--- config.mk ---
export PLATFORM = sky130hd
export DESIGN_NAME = timer_irq_ctrl
export DESIGN_NICKNAME = d
export VERILOG_FILES = /design/src/rtl/periph_pkg.sv /design/src/rtl/reload_counter.sv /design/src/rtl/timer_irq_ctrl.sv
export SDC_FILE = /design/constraint.sdc
export NUM_CORES = 1
export LEC_CHECK = 0
export ABC_AREA = 1
export BUFFER_PORTS_ARGS = -buffer_cell sky130_fd_sc_hd__buf_2
export CAP_MARGIN = 0
export CORE_MARGIN = 1
export CORE_UTILIZATION = 45
export DETAILED_ROUTE_END_ITERATION = 10
export PLACE_DENSITY = 0.76
export RECOVER_POWER = 100
export SETUP_SLACK_MARGIN = 0.02
export SYNTH_ARGS = -nofsm -noshare
export SYNTH_HDL_FRONTEND = slang
export SYNTH_SLANG_ARGS = --single-unit
--- constraint.sdc ---
create_clock -name clk -period 5.6 [get_ports clk]
set_input_delay 0.84 -clock clk [delete_from_list [all_inputs] [get_ports clk]]
set_output_delay 0.84 -clock clk [all_outputs]
set_load 0.01 [all_outputs]
--- src/rtl/periph_pkg.sv ---
// Shared register map and TCON bit layout for the memory-mapped peripherals.
package periph_pkg;

  localparam logic [5:0] OFF_TH      = 6'h00;
  localparam logic [5:0] OFF_TL      = 6'h04;
  localparam logic [5:0] OFF_TCON    = 6'h08;
  localparam logic [5:0] OFF_SYSTICK = 6'h24;

  localparam int TCON_EN = 0;
  localparam int TCON_IE = 1;
  localparam int TCON_IS = 2;

  typedef enum logic [2:0] {
    REG_NONE,
    REG_TH,
    REG_TL,
    REG_TCON,
    REG_SYSTICK
  } reg_sel_e;

  function automatic reg_sel_e decode_offset(input logic [5:0] off);
    case (off)
      OFF_TH:      return REG_TH;
      OFF_TL:      return REG_TL;
      OFF_TCON:    return REG_TCON;
      OFF_SYSTICK: return REG_SYSTICK;
      default:     return REG_NONE;
    endcase
  endfunction

endpackage

--- src/rtl/reload_counter.sv ---
// 32-bit up counter with reload on all-ones, synchronous load port and
// combinational overflow flag (high in the cycle whose edge performs the reload).
module reload_counter (
  input  logic        clk,
  input  logic        reset,
  input  logic        en_i,
  input  logic        load_i,
  input  logic [31:0] load_value_i,
  input  logic [31:0] reload_i,
  output logic [31:0] count_o,
  output logic        ovf_o
);

  logic [31:0] count_q, count_d;

  assign ovf_o   = en_i & (count_q == 32'hFFFF_FFFF);
  assign count_o = count_q;

  // NOTE: next-state defaults to the held value first, so no path can infer a latch.
  always_comb begin
    count_d = count_q;
    if (load_i) begin
      count_d = load_value_i;
    end else if (ovf_o) begin
      count_d = reload_i;
    end else if (en_i) begin
      count_d = count_q + 32'd1;
    end
  end

  // NOTE: state registers use non-blocking assignments so every flop samples pre-edge values.
  always_ff @(posedge clk or posedge reset) begin
    if (reset) begin
      count_q <= '0;
    end else begin
      count_q <= count_d;
    end
  end

endmodule

--- src/rtl/timer_irq_ctrl.sv ---
// Reload timer (TH/TL/TCON) plus free-running SYSTICK on the peripheral bus;
// drives the CPU interrupt request.
module timer_irq_ctrl
  import periph_pkg::*;
#(
  parameter logic [31:0] BASE_ADDR = 32'h4000_0000,
  parameter logic [31:0] TH_RESET  = 32'h0000_0000
) (
  input  logic        clk,
  input  logic        reset,
  input  logic [31:0] addr,
  input  logic        mem_read,
  input  logic        mem_write,
  input  logic [31:0] wr_data,
  output logic [31:0] rd_data,
  input  logic        kernel_mode,
  output logic        irq
);

  reg_sel_e    reg_sel;
  logic        wr_th, wr_tl, wr_tcon;
  logic [31:0] th_q, th_d;
  logic [2:0]  tcon_q, tcon_d;
  logic [31:0] tl;
  logic        tl_ovf;
  logic [31:0] systick;
  logic        systick_wrap_unused;

  always_comb begin
    reg_sel = REG_NONE;
    if (addr[31:6] == BASE_ADDR[31:6]) begin
      reg_sel = decode_offset(addr[5:0]);
    end
  end

  assign wr_th   = mem_write & (reg_sel == REG_TH);
  assign wr_tl   = mem_write & (reg_sel == REG_TL);
  assign wr_tcon = mem_write & (reg_sel == REG_TCON);

  reload_counter u_tl (
    .clk          (clk),
    .reset        (reset),
    .en_i         (tcon_q[TCON_EN]),
    .load_i       (wr_tl),
    .load_value_i (wr_data),
    .reload_i     (th_q),
    .count_o      (tl),
    .ovf_o        (tl_ovf)
  );

  reload_counter u_systick (
    .clk          (clk),
    .reset        (reset),
    .en_i         (1'b1),
    .load_i       (1'b0),
    .load_value_i (32'd0),
    .reload_i     (32'd0),
    .count_o      (systick),
    .ovf_o        (systick_wrap_unused)
  );

  assign th_d = wr_th ? wr_data : th_q;

  // An overflow sets IS even against a software clear, as long as either the
  // old or the newly written IE is set, so no interrupt is dropped.
  always_comb begin
    tcon_d = tcon_q;
    if (wr_tcon) begin
      tcon_d = wr_data[2:0];
    end
    if (tl_ovf && (tcon_q[TCON_IE] || tcon_d[TCON_IE])) begin
      tcon_d[TCON_IS] = 1'b1;
    end
  end

  always_ff @(posedge clk or posedge reset) begin
    if (reset) begin
      th_q   <= TH_RESET;
      tcon_q <= '0;
    end else begin
      th_q   <= th_d;
      tcon_q <= tcon_d;
    end
  end

  assign irq = tcon_q[TCON_IS] & tcon_q[TCON_IE] & ~kernel_mode;

  always_comb begin
    rd_data = '0;
    if (mem_read) begin
      case (reg_sel)
        REG_TH:      rd_data = th_q;
        REG_TL:      rd_data = tl;
        REG_TCON:    rd_data = {29'd0, tcon_q};
        REG_SYSTICK: rd_data = systick;
        default:     rd_data = '0;
      endcase
    end
  end

endmodule

==> results of run 1 <==
==> area by class of cell <==
type	instances	area [um2]	share of cell area, %
Inverter	129	485	6.07
Clock inverter	4	72.6	0.908
Clock buffer	12	256	3.21
Tap cell	211	264	3.30
Timing Repair Buffer	110	523	6.54
Multi-Input combinational cell	844	3910	49.0
Sequential cell	99	2480	31.0
==> cell usage after synthesis, drive strengths merged, types with 2 or more instances <==
cell / count
nand2: 360
nand3: 195
inv: 129
nor2: 128
dfrtp: 99
o21ai: 55
buf: 26
nor3: 23
xor2: 22
clkbuf: 20
nand4: 17
xnor2: 14
nand3b: 8
or2: 6
nor3b: 3
nor4: 3
a21oi: 2
and2: 2
ha: 2
==> state kept, by name (all words and copies together), names as in the netlist <==
name               count
th_q                  32
u_systick.count_o     32
u_tl.count_o          32
tcon_q                 3
==> final timing paths <==
check                                     start               endpoint
setup / recovery                        addr[1]       u_tl.count_o[22]
hold / removal             u_systick.count_o[0]   u_systick.count_o[0]
setup reg to reg                u_tl.count_o[0]        u_tl.count_o[9]
hold reg to reg            u_systick.count_o[0]   u_systick.count_o[0]
max in group asynchronous                 reset  u_systick.count_o[18]
min in group asynchronous                 reset                th_q[1]
==> metal layers <==
metal | vias to the layer above | track usage, %
met5 | - | 0
met3 | 39 | 5.22
li1 | 3696 | -
met1 | 3612 | 39.5
met2 | 335 | 47.3
met4 | 0 | 8.51
==> worst register-to-register path: cells and delay by family (launching register included) <==
kind,cells,cell delay (ns)
and+or+nand+nor,6,1.22
adders and majority gates,1,0.27
AOI/OAI and AO/OA,1,0.17
DFF,1,0.44
buffers and inverters,2,0.64
==> cell families after synthesis <==
group,after synthesis,share of synthesized area [%]
AOI/OAI and AO/OA,60,4.30
xor gates and xnor gates,36,4.42
DFF,99,34.8
buffers and inverters,175,10.1
adders and majority gates,2,0.351
and+or+nand+nor,746,46.0
==> stage by stage <==
| stage | setup slack (ns) | cell area (um2) |
|---|---|---|
| 2_1_floorplan | 2.17 | 7130 |
| 3_3_place_gp | 1.94 | 7740 |
| 3_5_place_dp | 1.95 | 7740 |
| 4_1_cts | 1.96 | 8070 |
| 5_1_grt | 1.21 | 7990 |
| 6_report | 1.61 | 7990 |
==> power breakdown <==
part | total (uW) | switching [uW] | leakage, uW | internal [uW]
combinational | 65.4 | 44.3 | 0.00262 | 21.1
clock | 700 | 284 | 0.000159 | 416
sequential | 715 | 0.0000123 | 0.00126 | 715
total | 1480 | 328 | 0.00404 | 1150
==> flow_summary_export.csv, run 1 <==
group,metric,value,unit
route,wl,22.9,mm
setup_path,cp-start-kind,"input pin",
route,via_per_inst,5.45,
route,drc,0,
floorplanning,dieArea,16300,um2
yosys,seq_area_frac_synth,34.8,%
finish,drive_above_1_share,9.43,%
sta,rsz0062_at_grt,"no",
grt,grt_use_total,29.1,%
yosys,synthArstFlopShare,100,%
pwr,total_power,1480,uW
finish,fin_util,52.2,%
yosys,netlist_area,7130,um2
clocking,cts_tree,"done",
finish,instances_no_fill,1409,
floorplanning,die_x,128,um
route,drt-pass1-iter-count,6,
clocking,clock-sinks,99,
setup_path,path_cells,"buf_2 -> nor2_1 -> nand3_1 -> nand4_2 -> clkbuf_1 -> nand2_1 -> inv_1 -> nand3_1 -> nand2_1",
grt,first_global_vias,6969,
setup_path,worstPathRequired,5.90,ns
min_path,min_path_type,"reg2reg",
sta,hold_slack,0.483,ns
setup_path,ff2ff_setup_slack,2.73,ns
finish,area.growth.synth_to_final,12.1,%
route,wl_met1,9.71,mm
placed_design,io_buffers,101,
placed_design,place_inst,1393,
grt,grt_pass1_wl,36.6,mm
yosys,syn_area_per_cell,6.38,um2
finish,fillers,1622,
yosys,yosys.area.top_type,"dfrtp_1",
yosys,synth_cell_types,39,
clocking,cts_hold_buffers,0,
setup_path,critPathCaptureType,"register",
yosys,synth_ff_type,"dfrtp_1",
placed_design,hpwl,16.8,mm
outcome,violations,"max-capacitance violations, max-slew violations",
yosys,synth-seq-cells,99,
floorplanning,boundaryPins,102,
sta,fin_skew,0.00871,ns
grt,antenna_found_initial,0,
setup_path,slowest_delay,1.27,ns
sta,worst_slew_pin_slew,1.75,ns
clocking,cts_buffers,9,
setup_path,r2r_cells,10,
sta,timing.final.crit_share,71.2,%
grt,grt-ovfl-total,0,
route,vias,7682,
floorplanning,start_util,46.5,%
route,drt_iter0_drc,724,
yosys,ys.warnings.count,0,
setup_path,crit_path_top_delay_cell,"clkbuf_1",
route,highest-signal-layer,"met4",
sta,setup_violations,0,
yosys,netlist_instances,1118,
route,ant_nets,0,
setup_path,path_delay_family,"buffers and inverters",
pwr,vdd_drop_max,154,uV
outcome,status,"complete, but fails checks",
sta,max_freq,251,MHz
floorplanning,die_y,128,um
clocking,clk_latency,0.35,ns
finish,nNetsFinal,1264,
finish,final_common_cell,"nand2_1",
clocking,cts.clk_slew.worst_paths,0.07,ns
job,drv_cap,3,
setup_path,path_buf_inv,3,
finish,most-common-layout-cells,"358 x nand2_1, 194 x nand3_1, 127 x inv_1, 114 x nor2_1, 99 x dfrtp_1",
finish,antenna-diode-count,0,
sta,slew_headroom,-16.7,%
setup_path,path_class,"in2reg",
yosys,synthTopCellsByArea,"dfrtp_1 35%, nand2_1 19%, nand3_1 14%",
clocking,cts-resized-gates,0,
floorplanning,rows,45,
sta,hold_violations,0,
route,met2_length,10.8,mm
yosys,synth_edf_count,0,
setup_path,worstPathMaxFanout,35,
route,wl_met3,1.86,mm
setup_path,worstPathArrival,4.28,ns
clocking,cts_setup_buffers,0,
floorplanning,core-area,15300,um2
pwr,p_leak,0.00404,uW
yosys,syn_nets,1189,
setup_path,crit_cells,9,
clocking,clock_path_buffers,2,
sta,tns,0,ns
placed_design,gp_congestion,0.944,
clocking,cts-root-buf,"clkbuf_16",
pwr,power_density,185,nW/um2
yosys,synth_top_area_share,34.8,%
sta,finalCriticalPeriod,3.99,ns
grt,grt_max_degree,63,
clocking,h-tree-depth,3,
route,wire_per_inst,16.2,um
min_path,hold_path_depth,1,
sta,drv_slew,138,
Note: power is estimated with default switching activity, not from simulation.
==> inputs of run 2 (changes only) <==
==> constraint.sdc (replaced) <==
create_clock -name clk -period 4.1 [get_ports clk]
set_input_delay 0.615 -clock clk [delete_from_list [all_inputs] [get_ports clk]]
set_output_delay 0.615 -clock clk [all_outputs]
set_load 0.01 [all_outputs]
==> run 2 against run 1 <==
- the run still ends with max-capacitance violations, max-slew violations left
- first-iteration DRC count shrank 5.2%
- non-clock buffer count up 3
- sequential cell count stayed put
- cell area up 0.88%
- largest power group is now the clock network
- via count decreased by 1.4%
- sequential power rose by 37%
- cell count up 0.21%
==> flow_summary_export.csv, run 2 (synthesis results as in run 1) <==
group,metric,value,unit
placed_design,place_inst,1396,
sta,timing.final.crit_share,83.2,%
clocking,cts_setup_buffers,0,
outcome,violations,"max-capacitance violations, max-slew violations",
sta,worst_slew_pin_slew,2.29,ns
clocking,cts-root-buf,"clkbuf_16",
grt,first_global_vias,6984,
setup_path,critPathCaptureType,"output pin",
route,wire_per_inst,15.5,um
finish,nNetsFinal,1267,
placed_design,hpwl,16.5,mm
sta,max_freq,293,MHz
pwr,vdd_drop_max,195,uV
clocking,cts_hold_buffers,0,
clocking,cts.clk_slew.worst_paths,0.07,ns
route,drt_iter0_drc,686,
route,via_per_inst,5.37,
route,drt-pass1-iter-count,5,
floorplanning,core-area,15300,um2
setup_path,worstPathArrival,2.80,ns
grt,grt_use_total,27.9,%
pwr,power_density,255,nW/um2
setup_path,worstPathRequired,3.48,ns
route,drc,0,
sta,fin_skew,0.00946,ns
sta,setup_violations,0,
sta,drv_slew,108,
grt,antenna_found_initial,0,
clocking,clock-sinks,99,
outcome,status,"complete, but fails checks",
sta,tns,0,ns
sta,rsz0062_at_grt,"no",
sta,finalCriticalPeriod,3.41,ns
clocking,clock_path_buffers,2,
pwr,p_leak,0.00408,uW
min_path,min_path_type,"in2async",
clocking,cts_buffers,9,
setup_path,worstPathMaxFanout,20,
placed_design,gp_congestion,0.980,
sta,slew_headroom,-52.5,%
grt,grt_pass1_wl,35.6,mm
floorplanning,dieArea,16300,um2
finish,fillers,1585,
floorplanning,boundaryPins,102,
setup_path,r2r_cells,10,
setup_path,cp-start-kind,"input pin",
finish,drive_above_1_share,9.66,%
floorplanning,die_x,128,um
finish,instances_no_fill,1412,
grt,grt-ovfl-total,0,
sta,hold_violations,0,
clocking,clk_latency,0.36,ns
route,vias,7576,
floorplanning,start_util,46.5,%
route,wl,21.9,mm
finish,most-common-layout-cells,"358 x nand2_1, 195 x nand3_1, 127 x inv_1, 116 x nor2_1, 99 x dfrtp_1",
floorplanning,die_y,128,um
placed_design,io_buffers,101,
setup_path,path_class,"in2out",
finish,final_common_cell,"nand2_1",
clocking,cts-resized-gates,0,
grt,grt_max_degree,60,
clocking,cts_tree,"done",
route,ant_nets,0,
floorplanning,rows,45,
clocking,h-tree-depth,3,
job,drv_cap,3,
finish,area.growth.synth_to_final,13.1,%
finish,antenna-diode-count,0,
-- run 2: changes by cell type in the layout (fill, tap and decap cells not counted), sizes merged --
| cell | delta |
|---|---|
| clkinv | -1 |
| clkbuf | -4 |
| bufinv | +1 |
| buf | +7 |
-- run 2: routing by layer --
layer  vias to the layer above  share of wire [%]  GRT usage [%]
met3                        52                7.7           4.97
met2                       351                 46           44.3
li1                       3703                  -              -
met5                         -                  0              0
met4                         0                3.5           12.7
met1                      3470                 43           37.2
-- run 2: worst max-delay path: stages --
cell and delay [ns]:
buf_2 0.10, nor2_1 0.18, nand3_1 0.38, a21oi_1 0.33, nor2_1 0.06, nor2_1 0.61, buf_12 0.24, nand2_1 0.06
inv_1 0.05, clkbuf_1 0.15
-- run 2: area by class of cell --
type | instances | area, um2 | area share, %
repair buffers | 113 | 583 | 7.23
multi-input cells | 844 | 3910 | 48.5
well taps | 211 | 264 | 3.27
clock buffers | 12 | 246 | 3.06
flip-flops and latches | 99 | 2480 | 30.7
clock inverters | 4 | 97.6 | 1.21
inverters | 129 | 485 | 6.02
-- run 2: path summary, 6_finish.rpt --
path | slack (ns) | endpoint | startpoint
worst max-delay path | 0.69 | rd_data[15] | addr[5]
worst max register to register | 0.96 | u_tl.count_o[9] | u_tl.count_o[0]
min in group clk | 0.48 | th_q[3] | wr_data[3]
worst min-delay path | 0.37 | u_systick.count_o[0] | reset
worst min register to register | 0.50 | u_systick.count_o[16] | u_systick.count_o[16]
max in group asynchronous | 1.16 | u_tl.count_o[29] | reset
-- run 2: power breakdown --
| group | internal, uW | switching (uW) | leakage, uW |
|---|---|---|---|
| Sequential | 976 | 0.0000161 | 0.00126 |
| Clock | 614 | 377 | 0.000163 |
| Combinational | 30.0 | 60.0 | 0.00266 |
-- run 2: metrics by stage --
stage / worst slack [ns] / hold WS (ns) / total power [uW] / util, % / area, um2
after global placement: 1.18 / 0.479 / 1090 / 50.9 / 7800
after detailed placement: 1.12 / 0.489 / 1090 / 50.9 / 7800
after global routing: 0.433 / 0.426 / 2120 / 52.6 / 8060
after CTS: 1.11 / 0.191 / 2070 / 53.2 / 8140
final: 0.688 / 0.373 / 2060 / 52.6 / 8060
after floorplan: 0.895 / 0.452 / 1030 / - / 7130
==> inputs of run 3 (changes only) <==
--- a/config.mk
+++ b/config.mk
@@ -11,7 +11,7 @@
 export CORE_MARGIN = 1
 export CORE_UTILIZATION = 45
 export DETAILED_ROUTE_END_ITERATION = 10
-export PLACE_DENSITY = 0.76
+export PLACE_DENSITY = 0.79
 export RECOVER_POWER = 100
 export SETUP_SLACK_MARGIN = 0.02
 export SYNTH_ARGS = -nofsm -noshare
==> constraint.sdc (replaced) <==
create_clock -name clk -period 2.95 [get_ports clk]
set_input_delay 0.4425 -clock clk [delete_from_list [all_inputs] [get_ports clk]]
set_output_delay 0.4425 -clock clk [all_outputs]
set_load 0.01 [all_outputs]
==> run 3 against run 2 <==
- the run now ends clean
- largest power group is now registers
- sequential cell count unchanged
- critical endpoint is now rd_data[8]
- die area did not move
- first-iteration DRC count up 13%
- clock power grew 32%
- global-route usage grew 0.26 points
- highest routed layer unchanged
- critical path type unchanged
- worst hold slack got worse by 0.067 ns
==> flow_summary_export.csv, run 3 (synthesis results as in run 1) <==
group,metric,value,unit
clocking,cts.clk_slew.worst_paths,0.07,ns
sta,finalCriticalPeriod,2.63,ns
setup_path,endpoint,"rd_data[8]",
pwr,switching_share,21.8,%
clocking,clock-sinks,99,
setup_path,path_delay_family,"simple AND/OR/NAND/NOR gates",
route,wire_per_inst,15.5,um
pwr,p_seq_share,48.6,%
setup_path,crit_cells,11,
route,drt_iter0_drc,774,
outcome,status,"completed",
setup_path,r2r_start,"u_systick.count_o[0]",
floorplanning,core-area,15300,um2
job,drv_cap,0,
floorplanning,boundaryPins,102,
sta,slew_headroom,20.4,%
floorplanning,die_y,128,um
sta,timing.final.crit_share,89.2,%
route,wl,21.9,mm
grt,grt-ovfl-total,0,
route,met2_length,10.3,mm
sta,tns,0,ns
route,wl_met3,1.70,mm
sta,fin_skew,0.00931,ns
route,ant_nets,0,
finish,area.growth.synth_to_final,13.4,%
route,wl_met1,9.12,mm
route,vias,7564,
floorplanning,start_util,46.5,%
setup_path,r2r_cells,10,
grt,first_global_vias,7189,
min_path,min_path_type,"in2reg",
setup_path,worstReg2RegEnd,"u_systick.count_o[3]",
clocking,h-tree-depth,3,
clocking,cts_hold_buffers,0,
setup_path,worstPathArrival,2.19,ns
pwr,vdd_drop_max,377,uV
placed_design,hpwl,16.3,mm
sta,setup_violations,0,
sta,max_freq,380,MHz
grt,grt_use_total,28.2,%
finish,final_common_cell,"nand2_1",
pwr,p_int,2180,uW
floorplanning,dieArea,16300,um2
sta,rsz0062_at_grt,"no",
clocking,cts_setup_buffers,0,
setup_path,ff2ff_setup_slack,0.37,ns
route,via_per_inst,5.34,
clocking,cts-resized-gates,0,
pwr,p_comb_share,4.5,%
pwr,clock_power_share,46.9,%
grt,grt_max_degree,74,
floorplanning,rows,45,
setup_path,critPathCaptureType,"output pin",
setup_path,path_cells,"buf_2 -> nor2_4 -> nand3_1 -> nor2_1 -> nor3b_4 -> nor2_1 -> nor2_2 -> clkbuf_4 -> nand2_1 -> inv_1 -> clkbuf_1",
setup_path,worstPathMaxFanout,29,
placed_design,io_buffers,101,
setup_path,crit_path_top_delay_cell,"clkbuf_4",
sta,drv_slew,0,
route,drt-pass1-iter-count,5,
pwr,power_density,346,nW/um2
pwr,p_switching,610,uW
finish,antenna-diode-count,0,
setup_path,cpMostUsedCell,"nor2_1",
sta,hold_slack,0.306,ns
finish,most-common-layout-cells,"358 x nand2_1, 193 x nand3_1, 128 x inv_1, 116 x nor2_1, 99 x dfrtp_1",
pwr,p_leak,0.00411,uW
finish,nNetsFinal,1271,
sta,hold_violations,0,
finish,fin_util,52.8,%
setup_path,cp-start-kind,"input pin",
clocking,clock_path_buffers,2,
setup_path,path_class,"in2out",
clocking,cts_tree,"done",
placed_design,gp_congestion,0.942,
route,highest-signal-layer,"met4",
finish,drive_above_1_share,10.3,%
setup_path,slowest_delay,0.36,ns
grt,antenna_found_initial,0,
setup_path,startpoint,"addr[1]",
sta,worst_slew_pin_slew,1.19,ns
setup_path,worstPathRequired,2.51,ns
clocking,clk_latency,0.36,ns
clocking,cts-root-buf,"clkbuf_16",
grt,grt_pass1_wl,36.0,mm
clocking,cts_buffers,9,
floorplanning,die_x,128,um
setup_path,path_buf_inv,4,
route,drc,0,
## run 3: cell types whose count changed in the layout (fill, tap and decap cells not counted), moves of 2 or more
cell      change
o21ai_1       -4
clkbuf_1      -3
clkinv_2      +3
nand3_2       +2
buf_4         +3
nand3_1       -2
clkbuf_4      +2
o21ai_0       +4
## run 3: area by class of cell
class                           instances  area (um2)
Clock buffer                           11         253
Clock inverter                          5        75.1
Fill cell                            1565        7230
Inverter                              129         485
Multi-Input combinational cell        844        3910
Sequential cell                        99        2480
Tap cell                              211         264
Timing Repair Buffer                  117         617
## run 3: layer usage
metal,GRT usage [%],vias up
met5,0,-
met3,5.26,57
met4,11.3,0
li1,-,3704
met1,36.3,3475
met2,46.7,328
## run 3: power groups by stage
stage	clock [uW]	sequential, uW	combinational (uW)
after floorplan	0	1380	49.0
after detailed placement	0	1380	131
final	1310	1360	127
after CTS	1330	1360	131
after global routing	1380	1360	142
after global placement	0	1380	130
## run 3: worst min path at each step
| stage | startpoint | end | slack (ns) | cells after the start |
|---|---|---|---|---|
| after detailed placement | u_systick.count_o[30] | u_systick.count_o[30] | 0.50 | 1 |
| after floorplan | u_systick.count_o[0] | u_systick.count_o[0] | 0.45 | 1 |
| after global placement | u_systick.count_o[30] | u_systick.count_o[30] | 0.49 | 1 |
| final | wr_data[30] | th_q[30] | 0.31 | 3 |
| after CTS | reset | tcon_q[1] | 0.19 | 2 |
| after global routing | wr_data[7] | th_q[7] | 0.30 | 3 |
## run 3: worst register-to-register path, delay by kind of cell, from the launching register on
family        cells  cell delay [ns]
fa+ha+maj         1             0.23
buf+inv           2             0.52
flops             1             0.41
simple gates      7             1.27
## run 3: per-stage QoR
step / cell area (um2) / setup slack [ns] / power [uW] / cells
after floorplan: 7130 / 0.862 / 1430 / 1118
after global placement: 7860 / 0.445 / 1510 / 1400
after detailed placement: 7860 / 0.416 / 1510 / 1400
after CTS: 8180 / 0.407 / 2820 / 1416
after global routing: 8080 / 0.0512 / 2880 / 1416
final: 8080 / 0.318 / 2790 / 1416
